$ cat config.mk
export PLATFORM = sky130hd
export DESIGN_NAME = jtdsp16_sout
export DESIGN_NICKNAME = d
export VERILOG_FILES = /design/src/rtl/jtdsp16_sout.sv
export SDC_FILE = /design/constraint.sdc
export NUM_CORES = 1
export LEC_CHECK = 0
export ABC_AREA = 1
export CAP_MARGIN = 40
export CORE_ASPECT_RATIO = 0.8
export CORE_MARGIN = 2
export CORE_UTILIZATION = 62
export DETAILED_ROUTE_END_ITERATION = 10
export PLACE_DENSITY = 0.88
export SYNTH_ARGS = -nofsm -noshare
export SYNTH_HDL_FRONTEND = slang
export SYNTH_SLANG_ARGS = --single-unit
$ cat constraint.sdc
create_clock -name clk -period 6 [get_ports clk]
set_input_delay 1.2 -clock clk [delete_from_list [all_inputs] [get_ports clk]]
set_output_delay 1.2 -clock clk [all_outputs]
set_load 0.1 [all_outputs]
$ cat src/rtl/jtdsp16_sout.sv
// jtdsp16_sout: FIFO-buffered serial output unit driving ock/sdo/old/ose with channel tagging.
module jtdsp16_sout #(
  parameter int DW    = 16,
  parameter int DEPTH = 4,
  parameter int CKDIV = 2,
  parameter int CH    = 2,
  localparam int LW   = $clog2(DEPTH + 1),
  localparam int CW   = (CH > 1) ? $clog2(CH) : 1,
  localparam int AW   = $clog2(DEPTH),
  localparam int DVW  = (CKDIV > 1) ? $clog2(CKDIV) : 1,
  localparam int BW   = $clog2(DW)
) (
  input  logic          clk,
  input  logic          rst,
  input  logic          cen,
  input  logic          wr,
  input  logic [DW-1:0] din,
  input  logic          msb_first,
  input  logic          ovf_clr,
  input  logic          doen,
  output logic          full,
  output logic          empty,
  output logic [LW-1:0] level,
  output logic          ovf,
  output logic          ock,
  output logic          sdo,
  output logic          old,
  output logic          ose,
  output logic [CW-1:0] chan
);
  typedef enum logic {IDLE, SHIFT} state_t;
  state_t state_q, state_d;
  logic [DW-1:0] mem_q [DEPTH];
  logic [AW-1:0] wp_q, rp_q;
  logic [LW-1:0] level_q;
  logic [DVW-1:0] div_q;
  logic ock_q, ovf_q;
  logic [DW-1:0] sh_q, sh_d, shifted, head;
  logic msb_q, msb_d, sdo_q, sdo_d, old_q, old_d, ose_q, ose_d;
  logic [BW-1:0] bit_q, bit_d;
  logic [CW-1:0] chan_q, chan_d;
  logic wrap, fe, run, last, pop, push, drop;
  assign wrap  = div_q == DVW'(CKDIV - 1);
  assign fe    = cen && wrap && ock_q;
  assign run   = fe && doen;
  assign last  = state_q == IDLE || bit_q == '0;
  assign pop   = run && last && !empty;
  assign push  = cen && wr && (!full || pop);
  assign drop  = cen && wr && full && !pop;
  assign head  = mem_q[rp_q];
  assign full  = level_q == LW'(DEPTH);
  assign empty = level_q == '0;
  assign level = level_q;
  assign ovf   = ovf_q;
  assign ock   = ock_q;
  assign ose   = ose_q;
  assign chan  = chan_q;
  // doen gates the serial pins combinationally so a pause blanks them at once
  assign sdo   = sdo_q & doen;
  assign old   = old_q & doen;
  assign shifted = msb_q ? sh_q << 1 : sh_q >> 1;
  always_comb begin
    state_d = state_q;
    sh_d    = sh_q;
    msb_d   = msb_q;
    bit_d   = bit_q;
    sdo_d   = sdo_q;
    old_d   = old_q;
    ose_d   = ose_q;
    chan_d  = chan_q;
    if (run && state_q == SHIFT && bit_q == '0)
      chan_d = (chan_q == CW'(CH - 1)) ? '0 : chan_q + 1'b1;
    if (pop) begin
      state_d = SHIFT;
      sh_d    = head;
      msb_d   = msb_first;
      sdo_d   = msb_first ? head[DW-1] : head[0];
      old_d   = 1'b1;
      ose_d   = 1'b0;
      bit_d   = BW'(DW - 1);
    end else if (run && state_q == SHIFT) begin
      if (bit_q != '0) begin
        sh_d  = shifted;
        sdo_d = msb_q ? shifted[DW-1] : shifted[0];
        old_d = 1'b0;
        bit_d = bit_q - 1'b1;
      end else begin
        state_d = IDLE;
        sdo_d   = 1'b0;
        old_d   = 1'b0;
        ose_d   = 1'b1;
      end
    end
  end
  always_ff @(posedge clk) if (push) mem_q[wp_q] <= din;
  always_ff @(posedge clk or posedge rst) begin
    if (rst) begin
      state_q <= IDLE;
      wp_q    <= '0;
      rp_q    <= '0;
      level_q <= '0;
      div_q   <= '0;
      ock_q   <= 1'b0;
      ovf_q   <= 1'b0;
      sh_q    <= '0;
      msb_q   <= 1'b0;
      bit_q   <= '0;
      sdo_q   <= 1'b0;
      old_q   <= 1'b0;
      ose_q   <= 1'b1;
      chan_q  <= '0;
    end else begin
      state_q <= state_d;
      sh_q    <= sh_d;
      msb_q   <= msb_d;
      bit_q   <= bit_d;
      sdo_q   <= sdo_d;
      old_q   <= old_d;
      ose_q   <= ose_d;
      chan_q  <= chan_d;
      if (cen) div_q <= wrap ? '0 : div_q + 1'b1;
      if (cen && wrap) ock_q <= ~ock_q;
      if (push) wp_q <= wp_q + 1'b1;
      if (pop) rp_q <= rp_q + 1'b1;
      if (push && !pop) level_q <= level_q + 1'b1;
      else if (pop && !push) level_q <= level_q - 1'b1;
      if (drop) ovf_q <= 1'b1;
      else if (cen && ovf_clr) ovf_q <= 1'b0;
    end
  end
endmodule

==> run summary <==
The run finished with clean final reports. The worst setup path is captured at an output port. The quantity of I/O buffers inserted on ports is 33. The cell area after layout is 0.005174 mm^2.

Yosys mapped the design onto 31 distinct sky130hd cell types. The number of iterations in the first detailed-routing pass came out at 5. The max-cap check violation count came out at 0. After layout, the design draws a total of 0.002562 W. The critical register-to-register path startpoint is bit_q[0]. The max-slew headroom at the worst pin is 45.43%. Of all cell types, the one taking the most synthesized area is sky130_fd_sc_hd__edfxtp_1. The number of global-route vias before repair is 3090. The number of hold buffers added after CTS came out at 0. Sorting the synthesized cells by area gives the leading types as sky130_fd_sc_hd__edfxtp_1 (44%), sky130_fd_sc_hd__dfrtp_1 (20%), sky130_fd_sc_hd__nand2_1 (7.4%).

Summing all placed instances gives a cell area of 0.004954 mm^2. In the final routed layout, each cell accounts on average for 16.27 um. Gates resized during post-CTS repair numbered 0. The signal on the critical path passes through clkdlybuf4s50_1 > nand2_1 > inv_1 > clkdlybuf4s50_1 > buf_8.

The fraction of the yosys area taken by sequential cells is 64.28%. The global-route wire length before repair came out at 14790 um. The initial antenna violation count came out at 0.

The post-detailed-route DRC marker count is 0. The number of nets in the layout is 501. TritonCTS built the clock tree. The maximum clock frequency came out at 0.2646 GHz. The setup path with the least slack is of type in -> out. The share of layout cells above drive strength 1 is 9.664%.

The overall routed net length is 9160 um. The number of flops mapped to enable cells by yosys is 64. Setup violations remaining at the end of the flow were counted as 0. The initial detailed-routing violation count is 357. The die is 79.29 um tall. The final critical delay including setup and external delays is 3.779 ns. The endpoint identified for the worst register-to-register timing path is level[1]. The overall fraction of global-route tracks in use is 25.17%. The data required time at the worst endpoint came out at 4.80 ns.

The net switching share of the total power came out at 43.77%. Of all flip-flops after synthesis, the portion carrying an async set or reset was 36.00%. The insertion delay of the later-clocked pin in the worst-skew pair is 0.38 ns. The synthesized netlist occupies a cell area of 0.004393 mm^2.

The sum of overflow across all layers after global routing is 0. The maximum number of pins on one net before global-route repair came out at 37. The cell at the root of the clock tree is sky130_fd_sc_hd__clkbuf_8.

The count of vias placed by the detailed router is 3233. The summed negative setup slack over all endpoints came out at 0 ns. The largest single stage delay on the critical path is 0.54 ns. The number of primary I/O pins is 34. The layout overhead on the synthesized area came out at 17.77%.

The standard cell core area is 0.006858 mm^2. The post-CTS setup buffer count came out at 0. The leakage power of the design came out at 2.128 nW. The number of buffers added by the clock tree synthesis step came out at 9. In this run the worst setup path begins at doen.

The detailed-route vias per instance is 5.742. The final period utilization came out at 62.98%. During synthesis, Yosys emitted a total of 0 warnings. STA puts the critical path data arrival time at 2.58 ns. The number of pins with negative max-slew slack in the final report is 0. The initialized floorplan defines 27 standard-cell rows. The initial core utilization is 64.06%. Routability-driven placement finished with a final weighted congestion of 0.8594. The count of cells along the worst register-to-register path is 9. Detailed placement ended at an HPWL of 6060 um. Among all flip-flop cells after synthesis, the most frequent one is sky130_fd_sc_hd__edfxtp_1. The final clock skew is 0.01222 ns.

The post-synthesis sequential element count is 100. The setup check on the worst reg-to-reg path leaves a slack of 3.20 ns. VDD sags by at most 0.2202 mV. The net switching power of the design came out at 0.001122 W. The largest driver fanout on the critical path is 4. The sequential fraction of design power came out at 40.8%. The share of Yosys cell area claimed by the top area cell type came out at 43.75%. The number of antenna cells inserted is 0. The clock sink count is 100. The portion of total power attributed to combinational logic is 41.6%. Counting every net in the synthesized netlist gives 457. The depth of the CTS H-tree is 3. The die footprint came out at 0.007779 mm^2. STA classifies the critical path startpoint as a primary input. The end point of the critical path is sdo. The highest-delay cell along the critical path is sky130_fd_sc_hd__clkdlybuf4s50_1. The synthesized instance count came out at 427. The clock network fraction of total power is 17.5%. The count of endpoints failing hold in the final timing report came to 0. Setup repair after global routing left no endpoint under its margin.

After clock tree synthesis, the clock-pin slew on the worst setup and hold paths is 0.11 ns. The maximum number of buffers from clock root to sink is 2. The detail route stage leaves a number of antenna-violating nets equal to 0. The worst min-delay path class is reg -> reg. The cell repeated most along the worst path is sky130_fd_sc_hd__clkdlybuf4s50_1.

The power density of the placed cells is 495.3 mW/mm^2. The internal power of the cells totals 0.001441 W. The transition at the pin with the smallest max-transition slack is 0.8176 ns. The average instance in the mapped netlist occupies 10.29 um^2.

In this run the horizontal extent of the chip is 98.11 um.
## registers in the layout, indices dropped and copies added (netlist names)
register	count
wp_q	2
msb_q	1
div_q	1
bit_q	4
level	3
old_q	1
ovf	1
ock	1
rp_q	2
sh_q	16
ose	1
sdo_q	1
mem_q	64
state_q	1
chan	1
## layer usage
layer  up-vias  routed length, um  track usage (%)
met1      1541               3770            31.88
met5         -                  0                0
met2       154               4494            41.71
met3        23                687            6.602
li1       1515                  -                -
met4         0                208            10.56
## layout make-up
cell class | instances | area (um^2)
sequential | 100 | 2824
fill | 417 | 1684
multi-input combinational | 270 | 1323
timing repair buffer | 50 | 548.0
inverter | 40 | 150.1
clock buffer | 9 | 123.9
tap | 87 | 108.9
clock inverter | 7 | 96.34
## critical path, delay by kind of cell
kind | cells | cell delay [ns]
and+or+nand+nor | 1 | 0.07
buffers and inverters | 4 | 1.31
## worst min-delay path by stage
| stage | depth (start not counted) | slack [ns] | start | end |
|---|---|---|---|---|
| 6_report | 1 | 0.47 | chan | chan |
| 3_3_place_gp | 1 | 0.46 | chan | chan |
| 5_1_grt | 1 | 0.51 | chan | chan |
| 3_5_place_dp | 1 | 0.46 | chan | chan |
| 2_1_floorplan | 2 | 0.44 | old_q | old_q |
| 4_1_cts | 1 | 0.48 | chan | chan |
## layout by cell type, fill, tap and decap left out, types with 2 or more instances in the layout
cell / netlist / final
sky130_fd_sc_hd__nor2_1: 56 / 56
sky130_fd_sc_hd__nor2_2: 2 / 2
sky130_fd_sc_hd__nand2_1: 87 / 87
sky130_fd_sc_hd__clkinv_8: 0 / 3
sky130_fd_sc_hd__ha_1: 6 / 6
sky130_fd_sc_hd__o21ai_1: 4 / 4
sky130_fd_sc_hd__xnor2_1: 3 / 3
sky130_fd_sc_hd__inv_1: 39 / 39
sky130_fd_sc_hd__xor2_1: 4 / 4
sky130_fd_sc_hd__a21oi_1: 10 / 10
sky130_fd_sc_hd__o22ai_1: 6 / 6
sky130_fd_sc_hd__nand2_2: 3 / 3
sky130_fd_sc_hd__dfrtp_1: 35 / 35
sky130_fd_sc_hd__buf_8: 0 / 12
sky130_fd_sc_hd__buf_4: 1 / 5
sky130_fd_sc_hd__o21ai_0: 50 / 50
sky130_fd_sc_hd__o211ai_1: 4 / 4
sky130_fd_sc_hd__nand3_1: 25 / 25
sky130_fd_sc_hd__nand3_2: 3 / 3
sky130_fd_sc_hd__clkdlybuf4s50_1: 0 / 33
sky130_fd_sc_hd__edfxtp_1: 64 / 64
sky130_fd_sc_hd__clkbuf_8: 0 / 9
sky130_fd_sc_hd__inv_8: 0 / 2
## cell usage after synthesis (all sizes together), types with 3 or more instances
master,count
edfxtp,64
xor2,4
inv,39
dfrtp,35
o22ai,6
xnor2,3
nor2,59
nand2,90
buf,10
clkbuf,7
ha,6
a21oi,11
nand3,28
o21ai,54
o211ai,5
## power groups by stage
| stage | registers, W | clock network, W | logic, W |
|---|---|---|---|
| floorplan | 0.00116 | 0 | 0.000580 |
| global route | 0.00107 | 0.000477 | 0.00115 |
| detailed placement | 0.00106 | 0 | 0.00105 |
| finish | 0.00105 | 0.000448 | 0.00107 |
| global placement | 0.00106 | 0 | 0.000880 |
| CTS | 0.00104 | 0.000453 | 0.00106 |
## logic make-up after synthesis
kind of cell,share of synthesized area (%)
compound gates,9.314
xor+xnor,1.396
fa+ha+maj,2.165
flops,64.28
simple gates,16.98
mux,0.2563
buf+inv,5.611
## metrics by stage
stage	hold WS [ns]	setup slack, ns	util [%]	instances
2_1_floorplan	0.4422	1.215	-	427
3_3_place_gp	0.4592	1.855	69.60	535
3_5_place_dp	0.4591	2.048	72.23	547
4_1_cts	0.4753	2.216	75.44	563
5_1_grt	0.5065	2.177	75.44	563
6_report	0.4692	2.221	75.44	563
(Power assumes the default switching activity.)
